<file path="src/rtl/mc_control_fsm.sv">
// Multicycle Moore control unit for the MIPS-subset datapath.
// Walks each instruction through fetch/decode/execute/memory/writeback and drives all datapath controls.
module mc_control_fsm #(
    parameter int unsigned MEM_LATENCY = 1
) (
    input  logic       clk,
    input  logic       reset_n,
    input  logic [5:0] opcode,
    input  logic [5:0] funct,
    input  logic       zero,
    input  logic       overflow,
    output logic       pc_write,
    output logic       mem_read,
    output logic       mem_write,
    output logic       ir_write,
    output logic       a_write,
    output logic       b_write,
    output logic       alu_out_write,
    output logic       reg_write,
    output logic       reg_dst,
    output logic       mem_to_reg,
    output logic       alu_src_a,
    output logic [1:0] alu_src_b,
    output logic [2:0] alu_op,
    output logic [1:0] pc_source,
    output logic       instr_done,
    output logic       overflow_trap,
    output logic       illegal_op,
    output logic [3:0] state
);

    typedef enum logic [3:0] {
        S_RESET     = 4'd0,
        S_FETCH     = 4'd1,
        S_DECODE    = 4'd2,
        S_EXEC_R    = 4'd3,
        S_WB_R      = 4'd4,
        S_EXEC_I    = 4'd5,
        S_WB_I      = 4'd6,
        S_MEM_ADDR  = 4'd7,
        S_MEM_READ  = 4'd8,
        S_MEM_WB    = 4'd9,
        S_MEM_WRITE = 4'd10,
        S_BRANCH    = 4'd11,
        S_JUMP      = 4'd12,
        S_TRAP      = 4'd13
    } state_t;

    localparam logic [5:0] OP_RTYPE = 6'h00;
    localparam logic [5:0] OP_J     = 6'h02;
    localparam logic [5:0] OP_BEQ   = 6'h04;
    localparam logic [5:0] OP_BNE   = 6'h05;
    localparam logic [5:0] OP_ADDI  = 6'h08;
    localparam logic [5:0] OP_LW    = 6'h23;
    localparam logic [5:0] OP_SW    = 6'h2B;

    localparam logic [2:0] ALU_ADD = 3'b001;
    localparam logic [2:0] ALU_SUB = 3'b010;
    localparam logic [2:0] ALU_AND = 3'b011;
    localparam logic [2:0] ALU_OR  = 3'b100;
    localparam logic [2:0] ALU_SLT = 3'b111;

    localparam logic [3:0] WAIT_LAST = 4'(MEM_LATENCY - 1);

    state_t     state_q, state_d;
    logic [3:0] wait_cnt;
    logic       ovf_q;
    logic       illegal_q;
    logic       wait_last;
    logic       r_legal;
    logic       r_addsub;
    logic [2:0] r_alu_op;

    assign wait_last = (wait_cnt == WAIT_LAST);
    assign r_addsub  = (funct == 6'h20) || (funct == 6'h22);

    always_comb begin
        r_legal  = 1'b1;
        r_alu_op = 3'b000;
        case (funct)
            6'h20:   r_alu_op = ALU_ADD;
            6'h22:   r_alu_op = ALU_SUB;
            6'h24:   r_alu_op = ALU_AND;
            6'h25:   r_alu_op = ALU_OR;
            6'h2A:   r_alu_op = ALU_SLT;
            default: r_legal  = 1'b0;
        endcase
    end

    // NOTE: sequential state uses non-blocking assignments so every register samples pre-edge values.
    always_ff @(posedge clk or negedge reset_n) begin
        if (!reset_n) begin
            state_q   <= S_RESET;
            wait_cnt  <= 4'd0;
            ovf_q     <= 1'b0;
            illegal_q <= 1'b0;
        end else begin
            state_q <= state_d;
            if (state_d != state_q) wait_cnt <= 4'd0;
            else if (!wait_last)    wait_cnt <= wait_cnt + 4'd1;
            // Only add/sub/addi may suppress writeback; and/or/slt never trap.
            if (state_q == S_EXEC_I)      ovf_q <= overflow;
            else if (state_q == S_EXEC_R) ovf_q <= overflow && r_addsub;
            if (state_d == S_TRAP) illegal_q <= 1'b1;
        end
    end

    // NOTE: every combinational output gets a default first so no latches are inferred.
    always_comb begin
        state_d       = state_q;
        pc_write      = 1'b0;
        mem_read      = 1'b0;
        mem_write     = 1'b0;
        ir_write      = 1'b0;
        a_write       = 1'b0;
        b_write       = 1'b0;
        alu_out_write = 1'b0;
        reg_write     = 1'b0;
        reg_dst       = 1'b0;
        mem_to_reg    = 1'b0;
        alu_src_a     = 1'b0;
        alu_src_b     = 2'b00;
        alu_op        = 3'b000;
        pc_source     = 2'b00;
        instr_done    = 1'b0;
        overflow_trap = 1'b0;
        case (state_q)
            S_RESET: state_d = S_FETCH;
            S_FETCH: begin
                mem_read  = 1'b1;
                alu_src_b = 2'b01;
                alu_op    = ALU_ADD;
                if (wait_last) begin
                    ir_write = 1'b1;
                    pc_write = 1'b1;
                    state_d  = S_DECODE;
                end
            end
            S_DECODE: begin
                alu_src_b     = 2'b11;
                alu_op        = ALU_ADD;
                alu_out_write = 1'b1;
                a_write       = 1'b1;
                b_write       = 1'b1;
                case (opcode)
                    OP_RTYPE:      state_d = r_legal ? S_EXEC_R : S_TRAP;
                    OP_ADDI:       state_d = S_EXEC_I;
                    OP_LW, OP_SW:  state_d = S_MEM_ADDR;
                    OP_BEQ, OP_BNE: state_d = S_BRANCH;
                    OP_J:          state_d = S_JUMP;
                    default:       state_d = S_TRAP;
                endcase
            end
            S_EXEC_R: begin
                alu_src_a     = 1'b1;
                alu_op        = r_alu_op;
                alu_out_write = 1'b1;
                state_d       = S_WB_R;
            end
            S_WB_R, S_WB_I: begin
                reg_dst       = (state_q == S_WB_R);
                instr_done    = 1'b1;
                reg_write     = !ovf_q;
                overflow_trap = ovf_q;
                state_d       = S_FETCH;
            end
            S_EXEC_I, S_MEM_ADDR: begin
                alu_src_a     = 1'b1;
                alu_src_b     = 2'b10;
                alu_op        = ALU_ADD;
                alu_out_write = 1'b1;
                if (state_q == S_EXEC_I)  state_d = S_WB_I;
                else if (opcode == OP_SW) state_d = S_MEM_WRITE;
                else                      state_d = S_MEM_READ;
            end
            S_MEM_READ: begin
                mem_read = 1'b1;
                if (wait_last) state_d = S_MEM_WB;
            end
            S_MEM_WB: begin
                reg_write  = 1'b1;
                mem_to_reg = 1'b1;
                instr_done = 1'b1;
                state_d    = S_FETCH;
            end
            S_MEM_WRITE: begin
                mem_write = 1'b1;
                if (wait_last) begin
                    instr_done = 1'b1;
                    state_d    = S_FETCH;
                end
            end
            S_BRANCH: begin
                alu_src_a  = 1'b1;
                alu_op     = ALU_SUB;
                pc_source  = 2'b01;
                instr_done = 1'b1;
                pc_write   = (opcode == OP_BNE) ? !zero : zero;
                state_d    = S_FETCH;
            end
            S_JUMP: begin
                pc_source  = 2'b10;
                pc_write   = 1'b1;
                instr_done = 1'b1;
                state_d    = S_FETCH;
            end
            S_TRAP:  state_d = S_TRAP;
            default: state_d = S_RESET;
        endcase
    end

    assign illegal_op = illegal_q;
    assign state      = state_q;

endmodule

</file>
<file path="config.mk">
export PLATFORM = sky130hd
export DESIGN_NAME = mc_control_fsm
export DESIGN_NICKNAME = d
export VERILOG_FILES = /design/src/rtl/mc_control_fsm.sv
export SDC_FILE = /design/constraint.sdc
export NUM_CORES = 1
export LEC_CHECK = 0
export ABC_AREA = 1
export CAP_MARGIN = 20
export CELL_PAD_IN_SITES_DETAIL_PLACEMENT = 1
export CELL_PAD_IN_SITES_GLOBAL_PLACEMENT = 2
export CORE_ASPECT_RATIO = 0.6
export CORE_MARGIN = 2
export CORE_UTILIZATION = 22
export DETAILED_ROUTE_END_ITERATION = 8
export MAX_ROUTING_LAYER = met4
export PLACE_DENSITY = 0.91
export SYNTH_ARGS = -nofsm -noshare
export SYNTH_HDL_FRONTEND = slang
export SYNTH_SLANG_ARGS = --single-unit
</file>
<file path="constraint.sdc">
create_clock -name clk -period 2.15 [get_ports clk]
set_input_delay 0.43 -clock clk [delete_from_list [all_inputs] [get_ports clk]]
set_output_delay 0.43 -clock clk [all_outputs]
set_load 0.05 [all_outputs]
</file>
==> run summary <==
Outcome: completed
Peak VDD IR: 0.577 mV
CTS max path bufs: 2
Finished Cell Area: 2070 um^2
Avg WL per Cell: 13.3 um
Pin count of the biggest net entering global routing: 11
Final Max Slew Viols: 0
Final setup margin: 0.0506 ns
Top cells by area, synth: dfrtp_1 22%, inv_1 12%, nand2_1 11%
# H-tree levels: 1
Root Driver: clkbuf_8
Final Hold Slack: 0.494 ns
Clock power frac: 0.085
Most area-hungry cell type in the Yosys netlist: dfrtp_1
TritonCTS buffer count: 3
DP Worst Slack: -0.195 ns
RR Endpoint: wait_cnt[1]
Post-synth top area share: 0.222
RSZ-0062 raised after global routing: yes
Rows: 20
FF-to-FF Start: wait_cnt[0]
Max-slew headroom: 0.660
Number of synthesized register bits: 10
RePlAce Congestion: 0.803
ANT nets after route: 0
First-pass GRT wire length: 6860 um
Peak Freq: 0.476 GHz
Lkg Pwr: 1.06 nW
Total of max-cap violations: 0
Ports: 41
Post-DP HPWL: 3460 um
Share of post-route cells with drive strength above 1: 0.383
Hold_buf cts: 0
Worst Hold Path EP: illegal_op
Routed vias/inst: 4.45
Clock Sinks: 10
Vias in the first global route: 1,457
Mapped Cells: 188
DR vias: 1,397
DIE AREA: 5730 um^2
Post-synthesis sequential area ratio: 0.222
Clock Latency Late Sink: 0.24 ns
Post-synth EDFFs: 0
Final period util: 0.976
CTS clock-pin slew for the worst setup and hold paths: 0.05 ns
Mapped Area: 1130 um^2
Net Sw Frac: 0.539
Initial antenna violation count: 0
Ant. Diodes: 0
All-Layer GR Usage: 0.159
IO Port Bufs: 40
Drt total wl: 4170 um
Initial DRC Count: 44
Finished Core Util: 0.414
Area Growth Syn to Fin: 83.6%
Yosys warns: 0
Main synth FF type: dfrtp_1
CP Max Fanout: 5
Syn Nets: 206
DRC viols: 0
Core area: 5000 um^2
Pwr dens: 1360 nW/um^2
CP Class: input port to output pin
CP Launch Type: input port
Worst Hold Class: flop to flop
Final Hold Viols: 0
Worst Skew: 0.00280 ns
Hold Path Origin: illegal_op
R2R depth: 13
Synth Area per Inst: 6.00 um^2
Worst setup EP type: output pin
Total grt overflow: 0
Switching pwr: 0.00152 W
Combinational power share: 0.791
Total Nets Final: 267
Die height: 59.5 um
Drt pass-1 iters: 4
Die extent in x: 96.4 um
Initial Utilization: 0.225
Setup violators final: 0
Hold path depth: 1
Async SR Flop Fraction: 1.00
CP Data Arrival Time: 1.67 ns
Dpl cell area: 1930 um^2
Min Clock Period, post-route: 2.10 ns
Flop2flop setup slack: 0.31 ns
Netlist cell types: 29
Seq pwr share: 0.124
Critical path required time: 1.72 ns
Worst slew pin tran: 0.509 ns
CTS tree: done
Pint: 0.00130 W
[critical path, cell delays in order]
cell,delay [ns]
clkdlybuf4s50_1,0.51
inv_2,0.07
nand3_4,0.08
nor3_1,0.05
o311a_1,0.37
buf_12,0.16
[power groups by stage]
stage / logic (W) / registers (W) / clock network (W)
2_1_floorplan: 0.00117 / 0.000405 / 0
3_3_place_gp: 0.00214 / 0.000347 / 0
3_5_place_dp: 0.00217 / 0.000348 / 0
4_1_cts: 0.00218 / 0.000345 / 0.000244
5_1_grt: 0.00237 / 0.000358 / 0.000258
6_report: 0.00223 / 0.000348 / 0.000240
[stage by stage]
stage	instances	total power, W	TNS (ns)
5_1_grt	314	0.00298	-0.00970
3_5_place_dp	305	0.00251	-0.597
6_report	314	0.00282	0
2_1_floorplan	188	0.00158	-0.0959
4_1_cts	310	0.00276	0
3_3_place_gp	305	0.00248	-0.302
[cells by family after synthesis]
| kind of cell | after synthesis | share of synthesized area |
|---|---|---|
| xor+xnor | 3 | 0.0233 |
| flops | 10 | 0.222 |
| compound gates | 14 | 0.0810 |
| buf+inv | 44 | 0.157 |
| fa+ha+maj | 2 | 0.0222 |
| simple gates | 115 | 0.495 |
[cell usage after synthesis, types with 2 or more instances]
| library cell | count |
|---|---|
| inv_2 | 7 |
| a21oi_1 | 2 |
| xor2_1 | 3 |
| nor2_1 | 32 |
| nand3_2 | 2 |
| dfrtp_1 | 10 |
| o21ai_0 | 4 |
| nor3_1 | 4 |
| nor2_4 | 3 |
| nand3_1 | 19 |
| o21bai_1 | 2 |
| nand4_1 | 5 |
| inv_1 | 35 |
| nand2_1 | 34 |
| nand2_2 | 7 |
| nor2_2 | 5 |
| ha_1 | 2 |
[layout by cell type (no fill, tap or decap), drive strengths merged, types with 3 or more instances in the layout]
cell type / n
nor2: 40
nand2: 41
xor2: 3
o21ai: 5
nand3: 21
dfrtp: 10
nor3: 5
buf: 39
inv: 42
nand4: 6
dlygate4sd2: 9
clkdlybuf4s50: 8
clkbuf: 4
a21oi: 3
[how the worst max path moves through the flow]
| stage | start | end | slack [ns] | cells past startpoint |
|---|---|---|---|---|
| finish | funct[0] | alu_op[1] | 0.05 | 6 |
| detailed placement | opcode[0] | pc_write | -0.19 | 8 |
| floorplan | state[0] | instr_done | -0.08 | 7 |
| global route | state[3] | pc_write | -0.005 | 7 |
| CTS | funct[0] | alu_op[0] | 0.008 | 7 |
| global placement | opcode[0] | pc_write | -0.21 | 8 |
[sequential cells by signal (all words and copies together), names as in the netlist]
register	cells
state	4
wait_cnt	4
illegal_op	1
ovf_q	1
[metal layers]
| metal | global-route usage | share of wire |
|---|---|---|
| met2 | 0.242 | 0.43 |
| met1 | 0.235 | 0.53 |
| met3 | 0.0216 | 0.040 |
| met4 | 0.0121 | 0.0017 |
| met5 | - | 0 |
[timing repair]
| action | in CTS | in global routing |
|---|---|---|
| gates resized for setup | 17 | 11 |
| pin swaps | 4 | 5 |
| endpoints found under the setup margin | 4 | 6 |
| buffers inserted | 1 | 4 |
[final cells by class]
cell class                      instances  area (um^2)
Inverter                               42          158
Fill cell                             617         2940
Timing Repair Buffer                   58          727
Multi-Input combinational cell        134          787
Sequential cell                        10          260
Clock buffer                            4         55.1
Tap cell                               66         82.6
Note: power is estimated with default switching activity, not from simulation.
